`config.mk`:
```
export PLATFORM = sky130hd
export DESIGN_NAME = motor_control_nch
export DESIGN_NICKNAME = d
export VERILOG_FILES = /design/src/rtl/motor_control_pkg.sv /design/src/rtl/motor_channel.sv /design/src/rtl/motor_control_nch.sv
export SDC_FILE = /design/constraint.sdc
export NUM_CORES = 1
export LEC_CHECK = 0
export ABC_AREA = 0
export BUFFER_PORTS_ARGS = -buffer_cell sky130_fd_sc_hd__buf_2
export CORE_MARGIN = 2
export CORE_UTILIZATION = 46
export DETAILED_ROUTE_END_ITERATION = 10
export PLACE_DENSITY_LB_ADDON = 0.2
export SETUP_SLACK_MARGIN = 0.5
export SLEW_MARGIN = 20
export SYNTH_ARGS = -nofsm -noshare
export SYNTH_HDL_FRONTEND = slang
export SYNTH_SLANG_ARGS = --single-unit
```
`constraint.sdc`:
```
create_clock -name clk -period 7 [get_ports clk]
set_input_delay 0.35 -clock clk [delete_from_list [all_inputs] [get_ports clk]]
set_output_delay 0.35 -clock clk [all_outputs]
set_load 0.05 [all_outputs]
```
`src/rtl/motor_control_pkg.sv`:
```
// Shared state encoding and saturating clamp helpers for motor_control_nch.
package motor_control_pkg;

  localparam int STATE_W = 2;

  typedef enum logic [STATE_W-1:0] {
    ST_IDLE = 2'd0,
    ST_RUN  = 2'd1,
    ST_STOP = 2'd2
  } state_t;

  function automatic int sclamp(input int v, input int lo, input int hi);
    return (v < lo) ? lo : ((v > hi) ? hi : v);
  endfunction

  function automatic int uclamp(input int v, input int width);
    return sclamp(v, 0, (1 << width) - 1);
  endfunction

endpackage

```
`src/rtl/motor_channel.sv`:
```
// One motor channel: slew-limited RPM setpoint plus saturating duty accumulator.
// Slew limiting is active only when MOTOR_CONTROL_RAMP_EN is defined.
module motor_channel
  import motor_control_pkg::*;
#(
  parameter int PWM_RESOLUTION = 16,
  parameter int RPM_RESOLUTION = 10,
  parameter int MAX_RPM_OFFSET = 50,
  parameter int MAX_RPM        = 2**RPM_RESOLUTION - 1,
  parameter int RAMP_STEP      = 4
) (
  input  logic                             clk,
  input  logic                             reset,
  input  logic                             tick,
  input  logic                             clear,
  input  logic                             run,
  input  logic        [RPM_RESOLUTION-1:0] base_rpm,
  input  logic signed [RPM_RESOLUTION:0]   rpm_offset,
  input  logic signed [PWM_RESOLUTION:0]   duty_offset,
  output logic        [RPM_RESOLUTION-1:0] setpoint_next,
  output logic        [RPM_RESOLUTION-1:0] setpoint,
  output logic        [PWM_RESOLUTION-1:0] duty,
  output logic                             duty_sat
);

`ifdef MOTOR_CONTROL_RAMP_EN
  localparam int STEP = RAMP_STEP;
`else
  // A step at least MAX_RPM reaches any target in a single tick.
  localparam int STEP = (RAMP_STEP > MAX_RPM) ? RAMP_STEP : MAX_RPM;
`endif

  int target;
  int delta;
  int sp_i;
  int duty_sum;
  int duty_clamped;

  always_comb begin
    target = run ? sclamp(int'(base_rpm) +
                          sclamp(int'(rpm_offset), -MAX_RPM_OFFSET, MAX_RPM_OFFSET),
                          0, MAX_RPM)
                 : 0;
    delta  = target - int'(setpoint);
    if (delta > STEP)       sp_i = int'(setpoint) + STEP;
    else if (delta < -STEP) sp_i = int'(setpoint) - STEP;
    else                    sp_i = target;
    setpoint_next = RPM_RESOLUTION'(sp_i);
    duty_sum      = int'(duty) + int'(duty_offset);
    duty_clamped  = uclamp(duty_sum, PWM_RESOLUTION);
  end

  always_ff @(posedge clk or posedge reset) begin
    if (reset) begin
      setpoint <= '0;
      duty     <= '0;
      duty_sat <= 1'b0;
    end else if (clear) begin
      setpoint <= '0;
      duty     <= '0;
      duty_sat <= 1'b0;
    end else if (tick) begin
      setpoint <= setpoint_next;
      duty     <= PWM_RESOLUTION'(duty_clamped);
      duty_sat <= (duty_clamped != duty_sum);
    end
  end

endmodule

```
`src/rtl/motor_control_nch.sv`:
```
// N-channel motor control stage: run/stop FSM plus per-channel setpoint/duty logic.
// Define MOTOR_CONTROL_RAMP_EN to enable setpoint slew limiting.
module motor_control_nch
  import motor_control_pkg::*;
#(
  parameter int N_CH           = 2,
  parameter int PWM_RESOLUTION = 16,
  parameter int RPM_RESOLUTION = 10,
  parameter int MAX_RPM_OFFSET = 50,
  parameter int MAX_RPM        = 2**RPM_RESOLUTION - 1,
  parameter int RAMP_STEP      = 4
) (
  input  logic                               clk,
  input  logic                               reset,
  input  logic                               clk_en,
  input  logic                               enable,
  input  logic                               estop,
  input  logic [RPM_RESOLUTION-1:0]          base_rpm,
  input  logic [N_CH*(RPM_RESOLUTION+1)-1:0] rpm_offset,
  input  logic [N_CH*(PWM_RESOLUTION+1)-1:0] duty_cycle_offset,
  output logic [N_CH*RPM_RESOLUTION-1:0]     rpm_setpoint,
  output logic [N_CH*PWM_RESOLUTION-1:0]     duty_cycle,
  output logic [N_CH-1:0]                    duty_sat,
  output logic [STATE_W-1:0]                 state
);

  state_t          state_reg, state_next;
  logic [N_CH-1:0] sp_zero;
  logic            ch_clear;

  // STOP exits once every channel's next setpoint has reached zero.
  always_comb begin
    state_next = state_reg;
    case (state_reg)
      ST_IDLE: if (enable) state_next = ST_RUN;
      ST_RUN:  if (!enable) state_next = ST_STOP;
      ST_STOP: begin
        if (enable)        state_next = ST_RUN;
        else if (&sp_zero) state_next = ST_IDLE;
      end
      default: state_next = ST_IDLE;
    endcase
  end

  assign ch_clear = estop | (clk_en & (state_next == ST_IDLE));
  assign state    = state_reg;

  always_ff @(posedge clk or posedge reset) begin
    if (reset)       state_reg <= ST_IDLE;
    else if (estop)  state_reg <= ST_IDLE;
    else if (clk_en) state_reg <= state_next;
  end

  for (genvar gi = 0; gi < N_CH; gi++) begin : g_ch
    logic [RPM_RESOLUTION-1:0] sp_next;

    motor_channel #(
      .PWM_RESOLUTION(PWM_RESOLUTION),
      .RPM_RESOLUTION(RPM_RESOLUTION),
      .MAX_RPM_OFFSET(MAX_RPM_OFFSET),
      .MAX_RPM       (MAX_RPM),
      .RAMP_STEP     (RAMP_STEP)
    ) u_ch (
      .clk          (clk),
      .reset        (reset),
      .tick         (clk_en),
      .clear        (ch_clear),
      .run          (enable),
      .base_rpm     (base_rpm),
      .rpm_offset   (rpm_offset[gi*(RPM_RESOLUTION+1) +: RPM_RESOLUTION+1]),
      .duty_offset  (duty_cycle_offset[gi*(PWM_RESOLUTION+1) +: PWM_RESOLUTION+1]),
      .setpoint_next(sp_next),
      .setpoint     (rpm_setpoint[gi*RPM_RESOLUTION +: RPM_RESOLUTION]),
      .duty         (duty_cycle[gi*PWM_RESOLUTION +: PWM_RESOLUTION]),
      .duty_sat     (duty_sat[gi])
    );

    assign sp_zero[gi] = (sp_next == '0);
  end

endmodule

```
==> reports/qor.yml, run 1 <==
dieArea_sq_mm: 0.0189
ir_worst_vdd_uv: 108
regMostFlops: "g_ch.u_ch.duty"
grt_pass1_wl_mm: 40.6
numCtsBuffers: 5
crit_path_end: "g_ch[1].u_ch.duty_sat$_DFFE_PP0P_"
startpoint: "rpm_offset[12]"
synth_top_cell_by_area: "dfrtp_1"
wl_per_cell_um: 16.7
synth-xor-area-share_pct: 6.73
core-area_sq_mm: 0.0174
r2r_start: "g_ch[0].u_ch.setpoint[0]$_DFFE_PP0P_"
via_count: 9110
setup_viol: 35
finalCritPeriodShare_pct: 102
tns_ps: -4540
cts.sinks: 56
relSlewSlack_pct: 44.9
critical_path_class: "in2reg"
critPathSlowestCell: "or4_4"
synth_compound_gate_area_share_pct: 30.9
drtIter0Drc: 507
synth_warnings: 0
final.min_clock_period_ps: 7160
worstPathArrival_ps: 7330
antenna_found_initial: 1
io-pin-count: 127
synth_top_flop_cell: "dfrtp_1"
drtPass1Iterations: 5
syn2layout_area_growth_pct: 36.0
cts_buffer_depth: 2
layout-drive-gt1-share_pct: 35.0
die_h_um: 137
nFillCells: 1522
max_stage_delay_ps: 530
cts_tree: "yes"
synth.area.mux_share_pct: 0.504
synth-simple-area-share_pct: 23.3
fin_skew_ps: 8.82
total_power_mw: 2.06
synth_top_area_share_pct: 17.1
r2r_cells: 15
syn_inst: 1026
reg_top3: "g_ch.u_ch.duty x32, g_ch.u_ch.setpoint x20"
synthAdderAreaFrac_pct: 14.9
cp.required_ps: 7170
synthTopCellsByArea: "dfrtp_1 17%, ha_1 13%, xnor2_1 4.5%, a21oi_1 4.4%, nand2_1 3.5%"
synth_top_family_by_area: "compound AO/OA/AOI/OAI gates"
crit_fanout: 17
outcome: "complete, but fails checks"
overflow: 0
p_leak_nw: 5.39
largest_register_ffs: 32
powerDensity_mw_per_mm2: 185
first_global_vias: 8462
syn_nets: 1191
layout.nets: 1475
wl_mm: 25.7
synth_seq_cells: 56
cp-end-kind: "register"
synth-edff-count: 0
vias_per_cell: 5.93
synthTopCellsByCount: "88 x ha_1, 76 x nand2_1, 72 x a21oi_1"
r2r_setup_slack_ps: 2540
gp_congestion: 0.993
dp_hpwl_mm: 20.0
clkTransAtPathRegs_ps: 70
worstSkewPairLatency_ps: 290
reg2reg_to: "g_ch[1].u_ch.duty_sat$_DFFE_PP0P_"
synth.most_common_cell: "ha_1"
grt_max_degree: 57
ys_types: 100
portBuffers: 126
tightestPinTransition_ps: 815
synth_area_per_cell_sq_um: 7.99
clock-root-buffer: "clkbuf_16"
max_freq_mhz: 140
hold_viol_final: 0
netlist_area_sq_mm: 0.00819
rsz0062_at_grt: "true"
drc: 0
maxCapViolCount: 0
async_reset_ff_share_pct: 100
ys_seq_area_share_pct: 17.1
ant_nets: 0
start_util_pct: 47.2
worstHoldPathType: "in2async"
worst_slack_ps: -161
grtUsageTotal_pct: 26.2
htreeDepth: 2
violations: "setup timing"
row_count: 48
critPathLaunchType: "input pin"
die_w_um: 137
diodes: 0
final_max_slew_viol_count: 0
[metal layers]
| layer | wire length [um] | share of wire (%) | track usage [%] |
|---|---|---|---|
| met5 | 13 | 0.051 | 0 |
| met4 | 442 | 1.7 | 5.38 |
| met3 | 1240 | 4.8 | 2.91 |
| met2 | 12400 | 48 | 45.0 |
| met1 | 11600 | 45 | 35.4 |
[timing repair]
| item | CTS | global route |
|---|---|---|
| pin swaps | 5 | 12 |
| hold buffers | 0 | 0 |
| hold endpoints to repair | 0 | 0 |
| setup endpoints to repair | 36 | 50 |
| buffers inserted | 6 | 13 |
| cloned | 0 | 1 |
| gates resized for setup | 34 | 36 |
[logic make-up after synthesis]
family / count (synthesis)
AO/OA/AOI/OAI: 345
XOR/XNOR: 63
adder cells (fa/ha/maj): 94
buffers and inverters: 116
flip-flops: 56
multiplexers: 4
AND/OR/NAND/NOR: 348
[power by group]
| part | switching (mW) | internal, mW |
|---|---|---|
| logic | 0.757 | 0.657 |
| registers | 0.0423 | 0.345 |
| clock network | 0.113 | 0.143 |
[how the worst min path moves through the flow]
stage	start	to	slack, ps	cells past startpoint
after floorplan	estop	state[0]$_DFFE_PP0P_	410	1
after global placement	g_ch[0].u_ch.duty_sat$_DFFE_PP0P_	g_ch[0].u_ch.duty_sat$_DFFE_PP0P_	470	1
after detailed placement	g_ch[0].u_ch.duty_sat$_DFFE_PP0P_	g_ch[0].u_ch.duty_sat$_DFFE_PP0P_	490	1
after CTS	reset	g_ch[0].u_ch.duty[5]$_DFFE_PP0P_	280	3
after global routing	reset	g_ch[0].u_ch.duty[12]$_DFFE_PP0P_	320	3
final	reset	g_ch[0].u_ch.duty[9]$_DFFE_PP0P_	250	3
[worst max-delay path, delay by kind of cell]
| kind | cells | cell delay (ps) |
|---|---|---|
| AO/OA/AOI/OAI | 15 | 2960 |
| adder cells (fa/ha/maj) | 4 | 1040 |
| buffers and inverters | 4 | 430 |
| AND/OR/NAND/NOR | 10 | 2540 |
[cell type report]
| cell class | count | area, sq um | share of cell area, % |
|---|---|---|---|
| Inverter | 59 | 221 | 1.99 |
| Clock buffer | 6 | 139 | 1.25 |
| Timing Repair Buffer | 334 | 2300 | 20.6 |
| Sequential cell | 56 | 1400 | 12.6 |
| Multi-Input combinational cell | 854 | 6790 | 60.9 |
| Tap cell | 225 | 282 | 2.53 |
| Clock inverter | 2 | 15.0 | 0.135 |
[cell usage in the layout, fill, tap and decap left out, drive strengths merged, types with 8 or more instances in the layout]
cell type / instances
inv: 59
a22o: 21
o21ai: 48
o221ai: 8
a21o: 27
buf: 333
nand2: 76
o2111ai: 8
o211ai: 9
nor4: 16
xor2: 21
a32o: 26
nor3: 46
a31oi: 17
nand3: 41
o21a: 11
or3: 13
nor2b: 12
a211oi: 18
ha: 88
and3: 15
nand2b: 18
o21bai: 9
a21oi: 75
nor2: 54
dfrtp: 56
nand4: 9
xnor2: 42
[per-stage QoR]
step / cell area (sq um) / utilization [%] / std cells / hold slack, ps / worst slack, ps
floorplan: 8430 / - / 1026 / 413 / 33.1
global placement: 10500 / 60.3 / 1508 / 471 / -357
detailed placement: 10500 / 60.3 / 1508 / 494 / -516
CTS: 10900 / 62.5 / 1522 / 283 / -57.7
global route: 11100 / 64.2 / 1536 / 321 / -406
finish: 11100 / 64.2 / 1536 / 253 / -161
Note: power is estimated with default switching activity, not from simulation.
==> run 2: changes to the inputs <==
--- a/constraint.sdc
+++ b/constraint.sdc
@@ -3,2 +3,2 @@
 set_output_delay 0.35 -clock clk [all_outputs]
-set_load 0.05 [all_outputs]
+set_load 0.1 [all_outputs]
==> reports/qor.yml, run 2 (synthesized netlist as in run 1, its figures left out) <==
r2r_setup_slack_ps: 2440  # -100 ps
path_common_cell: "a21o_1"
reg_top3: "g_ch.u_ch.duty x32, g_ch.u_ch.setpoint x20"
final_cell_mix: "192 x buf_4, 120 x buf_2, 80 x ha_1"
ant_nets: 0  # unchanged
grt_max_degree: 57  # unchanged
worstPathArrival_ps: 7370  # +40 ps
tightestPinTransition_ps: 818  # +2.50 ps
via_count: 9091  # -0.21%
violations: "setup timing"
wl_per_cell_um: 16.7  # about the same
crit_family: "compound AO/OA/AOI/OAI gates"
worst-path-buf-inv: 5  # +1
hold_viol_final: 0  # unchanged
r2r_cells: 15  # unchanged
worst_slack_ps: -188  # -27.3 ps
critPathSlowestCell: "or4_4"
grtUsageTotal_pct: 26.5  # +0.36 points
grt_pass1_wl_mm: 41.1  # +1.4%
finalCritPeriodShare_pct: 103  # +0.39 points
diodes: 0  # unchanged
rsz0062_at_grt: "true"
outcome: "complete, but fails checks"
final_max_slew_viol_count: 0  # unchanged
setup_viol: 35  # unchanged
p_leak_nw: 5.34  # -0.87%
drc: 0  # unchanged
clkTransAtPathRegs_ps: 70  # about the same
maxCapViolCount: 0  # unchanged
die_w_um: 137  # unchanged
antenna_found_initial: 2  # +1
relSlewSlack_pct: 45.5  # +0.54 points
startpoint: "rpm_offset[2]"
r2r_start: "g_ch[0].u_ch.setpoint[0]$_DFFE_PP0P_"
tns_ps: -4940  # -399 ps
pre_cts_ws_ps: -469  # +47.5 ps
cts_buffer_depth: 2  # unchanged
reg2reg_to: "g_ch[1].u_ch.duty[13]$_DFFE_PP0P_"
regMostFlops: "g_ch.u_ch.duty"
largest_register_ffs: 32  # unchanged
clock-root-buffer: "clkbuf_16"
critical_path_class: "in2reg"
powerDensity_mw_per_mm2: 195  # +5.9%
final.min_clock_period_ps: 7190  # +27.3 ps
cts.sinks: 56  # unchanged
htreeDepth: 2  # unchanged
max_stage_delay_ps: 560  # +30 ps
crit_fanout: 34  # +17
cp-end-kind: "register"
worstHoldPathType: "in2async"
cts_tree: "yes"
ir_worst_vdd_uv: 161  # +49%
cp_num_cells: 32  # -3.0%
cp.required_ps: 7180  # about the same
fin_skew_ps: 4.42  # -4.40 ps
numCtsBuffers: 5  # unchanged
dp_hpwl_mm: 19.8  # -0.92%
layout_commonest_cell: "buf_4"
io-pin-count: 127  # unchanged
syn2layout_area_growth_pct: 34.6
die_h_um: 137  # unchanged
max_freq_mhz: 139  # -0.38%
gp_congestion: 0.957  # -3.6%
worstSkewPairLatency_ps: 290  # about the same
layout.cells.non_filler: 1532  # -0.26%
nFillCells: 1501  # -1.4%
total_power_mw: 2.15  # +4.8%
ctsHoldBuffers: 0  # unchanged
layout.nets: 1471  # -0.27%
row_count: 48  # unchanged
critPathLaunchType: "input pin"
layout-drive-gt1-share_pct: 34.7  # -0.35 points
wl_mm: 25.6  # -0.33%
vias_per_cell: 5.93  # about the same
drtPass1Iterations: 5  # unchanged
start_util_pct: 47.2  # unchanged
post-route-util_pct: 63.5  # -0.68 points
core-area_sq_mm: 0.0174  # unchanged
placed_cells: 1502  # -0.40%
first_global_vias: 8598  # +1.6%
portBuffers: 126  # unchanged
drtIter0Drc: 550  # +8.5%
overflow: 0  # unchanged
dieArea_sq_mm: 0.0189  # unchanged
## run 2: routing by layer
metal | track usage, % | wire (um) | up-vias
met2 | 44.8 | 12200 | 256
met5 | 0 | 13 | -
met1 | 36.4 | 11600 | 4320
met3 | 3.16 | 1350 | 42
met4 | 5.73 | 419 | 2
li1 | - | - | 4471
## run 2: timing repair
item | in CTS | in global routing
endpoints found under the setup margin | 37 | 44
resized for setup | 47 | 13
setup buffers | 16 | 6
gates cloned | 0 | 0
pin swaps | 5 | 15
## run 2: metrics by stage
step,hold WS [ps],cell area [sq um]
floorplan,413,8430
global placement,469,10400
detailed placement,501,10400
CTS,293,10900
global route,319,11000
finish,255,11000
## run 2: how the worst max path moves through the flow
stage,end
final,g_ch[1].u_ch.duty[13]$_DFFE_PP0P_
after global routing,state[1]$_DFFE_PP0P_
after CTS,g_ch[1].u_ch.duty[13]$_DFFE_PP0P_
after detailed placement,g_ch[0].u_ch.duty_sat$_DFFE_PP0P_
after global placement,g_ch[1].u_ch.duty[13]$_DFFE_PP0P_
after floorplan,g_ch[0].u_ch.duty[10]$_DFFE_PP0P_
## run 2: worst reg2reg max path, cell delays in order, from the launching register on
cell	delay, ps
dfrtp_1	590
ha_2	270
inv_2	40
fa_2	410
nand2b_4	150
a221o_1	300
nor3_2	210
o2111ai_2	180
or4_4	520
a21oi_2	190
o31ai_2	100
or4_4	560
nor4_4	350
nand3b_4	120
buf_12	190
a32o_1	280
## run 2: power by group
group,internal (mW),switching (mW)
logic,0.674,0.841
registers,0.345,0.0421
clock network,0.143,0.110
total,1.16,0.992
## run 2: cell type report
cell class	instances	area [sq um]	share of cell area, %
clock buffers	8	146	1.33
inverters	59	221	2.01
multi-input cells	854	6720	61.0
flip-flops and latches	56	1400	12.7
well taps	225	282	2.55
repair buffers	330	2250	20.4
